`config.mk`:
```
export PLATFORM = sky130hd
export DESIGN_NAME = writeback_stage
export DESIGN_NICKNAME = d
export VERILOG_FILES = /design/src/rtl/writeback_stage.sv
export SDC_FILE = /design/constraint.sdc
export NUM_CORES = 1
export LEC_CHECK = 0
export CORE_ASPECT_RATIO = 1.25
export CORE_MARGIN = 2
export CORE_UTILIZATION = 47
export CTS_BUF_LIST = sky130_fd_sc_hd__clkbuf_8 sky130_fd_sc_hd__clkbuf_16
export DETAILED_ROUTE_END_ITERATION = 8
export HOLD_SLACK_MARGIN = 0.05
export PLACE_DENSITY = 0.82
export SETUP_SLACK_MARGIN = 0.3
export SLEW_MARGIN = 5
export SYNTH_ARGS = -nofsm -noshare
export SYNTH_HDL_FRONTEND = slang
export SYNTH_SLANG_ARGS = --single-unit
export TNS_END_PERCENT = 100
```
`constraint.sdc`:
```
create_clock -name clk -period 4.3 [get_ports clk]
set_input_delay 0.86 -clock clk [delete_from_list [all_inputs] [get_ports clk]]
set_output_delay 0.86 -clock clk [all_outputs]
set_load 0.005 [all_outputs]
```
`src/rtl/writeback_stage.sv`:
```
// writeback_stage: LC-3b MEM/WB register, writeback select, condition-code register and retire counter
package lc3b_pkg;
    typedef struct packed {
        logic       load_regfile;
        logic       load_cc;
        logic [1:0] wbmux_sel;
        logic       drmux_sel;
    } lc3b_control;
endpackage

module writeback_stage
    import lc3b_pkg::*;
#(
    parameter int CNT_WIDTH = 32
) (
    input  logic                 clk,
    input  logic                 reset,
    input  logic                 mem_stall,
    input  logic                 in_valid,
    input  logic [15:0]          in_alu,
    input  logic [15:0]          in_mdr,
    input  logic [15:0]          in_ir,
    input  logic [15:0]          in_pc,
    input  lc3b_control          in_ctrl,
    output logic                 rf_we,
    output logic [2:0]           rf_dest,
    output logic [15:0]          rf_data,
    output logic [2:0]           cc,
    output logic                 wb_valid,
    output logic [CNT_WIDTH-1:0] retired
);
    logic                 valid_q, valid_d;
    logic [15:0]          alu_q, alu_d, mdr_q, mdr_d, ir_q, ir_d, pc_q, pc_d;
    lc3b_control          ctrl_q, ctrl_d;
    logic [2:0]           cc_q, cc_d, nzp;
    logic [CNT_WIDTH-1:0] retired_q, retired_d;
    logic                 unused_ir;

    always_comb begin
        // a stalled memory stage keeps its instruction, so WB takes a bubble
        valid_d   = mem_stall ? 1'b0 : in_valid;
        alu_d     = mem_stall ? alu_q : in_alu;
        mdr_d     = mem_stall ? mdr_q : in_mdr;
        ir_d      = mem_stall ? ir_q : in_ir;
        pc_d      = mem_stall ? pc_q : in_pc;
        ctrl_d    = mem_stall ? ctrl_q : in_ctrl;
        rf_data   = (ctrl_q.wbmux_sel == 2'b01) ? mdr_q :
                    (ctrl_q.wbmux_sel == 2'b10) ? pc_q : alu_q;
        rf_dest   = ctrl_q.drmux_sel ? 3'b111 : ir_q[11:9];
        rf_we     = valid_q & ctrl_q.load_regfile;
        nzp       = {rf_data[15], rf_data == 16'h0000, !rf_data[15] && rf_data != 16'h0000};
        cc_d      = (valid_q && ctrl_q.load_cc) ? nzp : cc_q;
        retired_d = retired_q + CNT_WIDTH'(valid_q);
    end

    always_ff @(posedge clk or posedge reset) begin
        if (reset) begin
            valid_q   <= 1'b0;
            alu_q     <= '0;
            mdr_q     <= '0;
            ir_q      <= '0;
            pc_q      <= '0;
            ctrl_q    <= '0;
            cc_q      <= 3'b010;
            retired_q <= '0;
        end else begin
            valid_q   <= valid_d;
            alu_q     <= alu_d;
            mdr_q     <= mdr_d;
            ir_q      <= ir_d;
            pc_q      <= pc_d;
            ctrl_q    <= ctrl_d;
            cc_q      <= cc_d;
            retired_q <= retired_d;
        end
    end

    assign unused_ir = ^{ir_q[15:12], ir_q[8:0]};
    assign cc        = cc_q;
    assign wb_valid  = valid_q;
    assign retired   = retired_q;
endmodule
```
==> reports/qor.yml, run 1 <==
synthCells: 295
combPwrFrac_pct: 21.2
slew_viol_final: 0
met3_length_um: 288
fin_util_pct: 64.0
ctsHtreeMaxLevel: 3
diodes: 0
dp_hpwl_um: 6070
max_slew.worst_pin.slew_ps: 1110
die_width_um: 87.5
cp_max_fo: 19
row_count: 38
period_share_pct: 81.6
grt_max_degree: 91
track_usage_pct: 19.2
syn_avg_cell_area_um2: 13.9
cts_hold_buf: 0
p_per_area_nw_per_um2: 361
drt_wl_total_um: 8500
cts_sinks: 92
top_layer_used: "met4"
reg2reg_depth: 5
synthesis.area_um2: 4100
min_from: "retired[31]"
min_path_cells: 1
cts_tree: "done"
relSlewSlack_pct: 26.0
ys.flop_type: "dfrtp_1"
insertion_delay_ps: 350
synthTopCellsByCount: "dfrtp_1 (91), mux2_2 (58), xnor2_1 (23)"
vdd_ir_drop_max_mv: 0.226
async_reset_ff_share_pct: 100
hold_viol: 0
period_minus_slack_ps: 3510
cts_setup_buffers: 0
p_sw_share_pct: 25.5
end_kind: "output pin"
design.die.area_um2: 9490
preCtsSetupSlack_ps: 1140
leakage_uw: 0.00233
numCtsBuffers: 9
grt_pass1_wl_um: 13900
final.setup.tns_ps: 0
startpoint_type: "flop"
r2r-start: "ctrl_q[1]"
first_iter_violations: 110
layout-drive-gt1-share_pct: 24.5
clk_pin_slew_ps: 80
startpoint: "ctrl_q[1]"
grt_pass1_vias: 2866
synth_edf_count: 0
setup_violations: 0
worst-setup-path-type: "reg2out"
ys_types: 31
synth_top_area_cell: "dfrtp_1"
min_path_type: "reg2reg"
skew_ps: 6.60
first_pass_iters: 4
cts_resized: 0
post-route-drc-count: 0
core_um2: 8560
num_vias: 2731
cts_root_buffer: "clkbuf_8"
clk_path_buf_depth: 2
fp.dieH_um: 108
wl_met2_um: 4310
vias_per_cell: 5.29
area_growth_pct: 33.6
required_ps: 3440
cap_violations: 0
wl_per_cell_um: 16.5
ys_top_cells_by_area: "dfrtp_1 (56%), mux2_2 (16%), xnor2_1 (4.9%)"
wl_met1_um: 3620
grt.overflow.total: 0
portBuffers: 115
power_frac_seq_pct: 51.7
total_power_uw: 1980
clkPwrFrac_pct: 27.1
gp_congestion: 0.820
rsz0062_at_grt: "no"
nets: 486
ys_ff_latch: 92
yosys_warnings: 0
switchingPower_uw: 504
fin_ws_ps: 791
antenna_found_initial: 0
max_freq_mhz: 285
p_int_uw: 1470
synth_top_area_share_pct: 55.5
yosysMostFrequentCell: "dfrtp_1"
postRouteAntennaNets: 0
crit_arrival_ps: 2650
initial_core_util_pct: 47.9
status: "completed"
ioPinCount: 129
yosysSeqAreaShare_pct: 56.2
synth_nets: 370
-- cell families after synthesis --
kind of cell | synth area share, %
mux | 16.7
fa+ha+maj | 0.610
buf+inv | 2.78
flops | 56.2
compound gates | 4.52
xor+xnor | 6.81
simple gates | 12.5
-- final timing paths --
check	end	slack, ps
max in group asynchronous	cc[0]	2460
worst min register to register	retired[31]	480
worst max-delay path	rf_data[14]	790
worst min-delay path	retired[31]	480
min in group asynchronous	retired[27]	1080
worst max register to register	cc[1]	1870
-- cells in the final DEF (no fill, tap or decap), drive strengths merged --
master	n
or2	3
nand2b	1
o31ai	1
nand2	18
mux2i	3
and3	4
ha	2
and4	4
clkbuf	12
nand3	7
or3b	15
clkinv	1
xnor2	23
buf	4
xor2	8
nor2b	1
inv	7
nor2	6
o221a	15
mux2	58
dfstp	1
nor4	6
nand4	8
dfrtp	91
clkdlybuf4s50	114
and2	3
-- flip-flops by register name, summed over array words and instances, names as in the netlist --
register	flops
ctrl_q	5
alu_q	16
cc	3
retired	32
ir_q	3
mdr_q	16
pc_q	16
wb_valid	1
-- routing by layer --
layer,global-route usage (%),vias up
li1,-,1297
met1,23.9,1343
met2,31.6,72
met3,2.98,19
met4,10.4,0
met5,0,-
-- metrics by stage --
step	hold WS, ps	cell area, µm²	instances
after floorplan	468	4100	295
after global placement	462	5300	500
after detailed placement	474	5300	500
after CTS	486	5480	516
after global routing	513	5480	516
final	481	5480	516
-- final cells by class --
class	instances	area [µm²]
Fill cell	675	3080
Sequential cell	92	2300
Multi-Input combinational cell	186	1680
Timing Repair Buffer	118	1170
Clock buffer	12	165
Tap cell	100	125
Inverter	4	17.5
Clock inverter	4	16.3
-- critical path, cell delays in order, from the launching register on --
cell	delay (ps)
dfrtp_1	750
xor2_2	640
o221a_2	390
clkdlybuf4s50_1	510
-- power groups by stage --
| stage | clock, µW | combinational, µW | sequential, µW |
|---|---|---|---|
| 2_1_floorplan | 0 | 213 | 1020 |
| 3_3_place_gp | 0 | 414 | 1040 |
| 3_5_place_dp | 0 | 423 | 1040 |
| 4_1_cts | 550 | 425 | 1020 |
| 5_1_grt | 578 | 454 | 1040 |
| 6_report | 536 | 418 | 1020 |
(Power assumes the default switching activity.)
==> run 2, diff against run 1 <==
clock period = 3.7 ns   (was 4.3 ns; I/O delays follow)
==> reports/qor.yml, run 2 (synthesis results as in run 1) <==
rsz0062_at_grt: "no"
status: "completed"
grt_use_met3_pct: 3.89
die_width_um: 87.5
track_usage_pct: 18.7
grt_pass1_vias: 2716
grtUsageMet1_pct: 25.3
portBuffers: 115
postRouteAntennaNets: 0
cts_root_buffer: "clkbuf_8"
core_um2: 8560
cts_sinks: 92
end_kind: "output pin"
r2r-start: "ctrl_q[1]"
grt.overflow.total: 0
nets: 485
min_path_cells: 1
hold_viol: 0
layout-drive-gt1-share_pct: 25.1
cts_setup_buffers: 0
r2r_slack_ps: 1290
max_slew.worst_pin.slew_ps: 1150
p_per_area_nw_per_um2: 422
ctsHtreeMaxLevel: 3
clk_path_buf_depth: 2
cap_violations: 0
wl_per_cell_um: 16.4
gp_congestion: 0.815
final_common_cell: "clkdlybuf4s50_1"
use_met2_pct: 29.8
setup_violations: 0
final.setup.tns_ps: 0
fin_util_pct: 64.0
relSlewSlack_pct: 23.3
leakage_uw: 0.00231
diodes: 0
max_freq_mhz: 321
fp.dieH_um: 108
design.die.area_um2: 9490
insertion_delay_ps: 350
numCtsBuffers: 9
first_pass_iters: 4
grt_pass1_wl_um: 13700
cp_max_fo: 19
startpoint_type: "flop"
dp_hpwl_um: 6000
initial_core_util_pct: 47.9
skew_ps: 7.84
area_growth_pct: 33.6
cts_hold_buf: 0
min_path_type: "reg2reg"
drt_wl_total_um: 8450
first_iter_violations: 92
min_from: "retired[31]"
num_vias: 2757
min_to: "retired[31]"
cts_tree: "done"
row_count: 38
period_minus_slack_ps: 3120
ioPinCount: 129
required_ps: 2960
rr_endpoint: "cc[1]"
layout_common_cells: "clkdlybuf4s50_1 (114), dfrtp_1 (91), mux2_2 (58)"
slew_viol_final: 0
cts_resized: 0
clk_pin_slew_ps: 80
vdd_ir_drop_max_mv: 0.294
grt.busiest_layer: "met2"
antenna_found_initial: 0
fill_cells: 654
reg2reg_depth: 6
post-route-drc-count: 0
period_share_pct: 84.3
crit_arrival_ps: 2380
grt_max_degree: 93
worst-setup-path-type: "reg2out"
largest_register_ffs: 32
vias_per_cell: 5.35
-- run 2: final cells by class --
class                   count  area (µm²)  share of cell area (%)
repair buffers            117        1160                    21.2
clock buffers              12         165                    3.02
flip-flops and latches     92        2300                    42.1
multi-input cells         186        1680                    30.7
inverters                   4        17.5                   0.320
clock inverters             4        22.5                   0.411
well taps                 100         125                    2.28
-- run 2: routing by layer --
layer | up-vias | routed length [µm] | share of wire, %
met5 | - | 0 | 0
met3 | 12 | 317 | 3.8
met4 | 0 | 105 | 1.2
met1 | 1384 | 3690 | 44
li1 | 1285 | - | -
met2 | 76 | 4330 | 51
-- run 2: power breakdown --
part | internal (µW) | switching (µW)
clock | 296 | 339
combinational | 318 | 169
sequential | 1100 | 85.1
-- run 2: worst max-delay path by stage --
stage	to	cells after the start	from
floorplan	alu_q[0]	1	reset
global placement	rf_data[14]	4	ctrl_q[1]
detailed placement	rf_data[14]	4	ctrl_q[1]
CTS	rf_data[14]	4	ctrl_q[1]
global route	rf_data[6]	4	ctrl_q[1]
finish	rf_data[14]	4	ctrl_q[1]
-- run 2: stage by stage --
step | hold WS, ps | instances | total power, µW | instance area, µm² | setup slack [ps]
3_3_place_gp | 462 | 499 | 1690 | 5290 | 965
3_5_place_dp | 471 | 499 | 1700 | 5290 | 967
2_1_floorplan | 468 | 295 | 1430 | 4100 | 570
6_report | 479 | 515 | 2310 | 5480 | 582
4_1_cts | 482 | 515 | 2340 | 5480 | 563
5_1_grt | 508 | 515 | 2430 | 5480 | 436
-- run 2: critical path, cell delays in order (launching register included) --
cell             delay [ps]
dfrtp_1                 760
xor2_2                  240
buf_4                   240
o221a_2                 270
clkdlybuf4s50_1         510
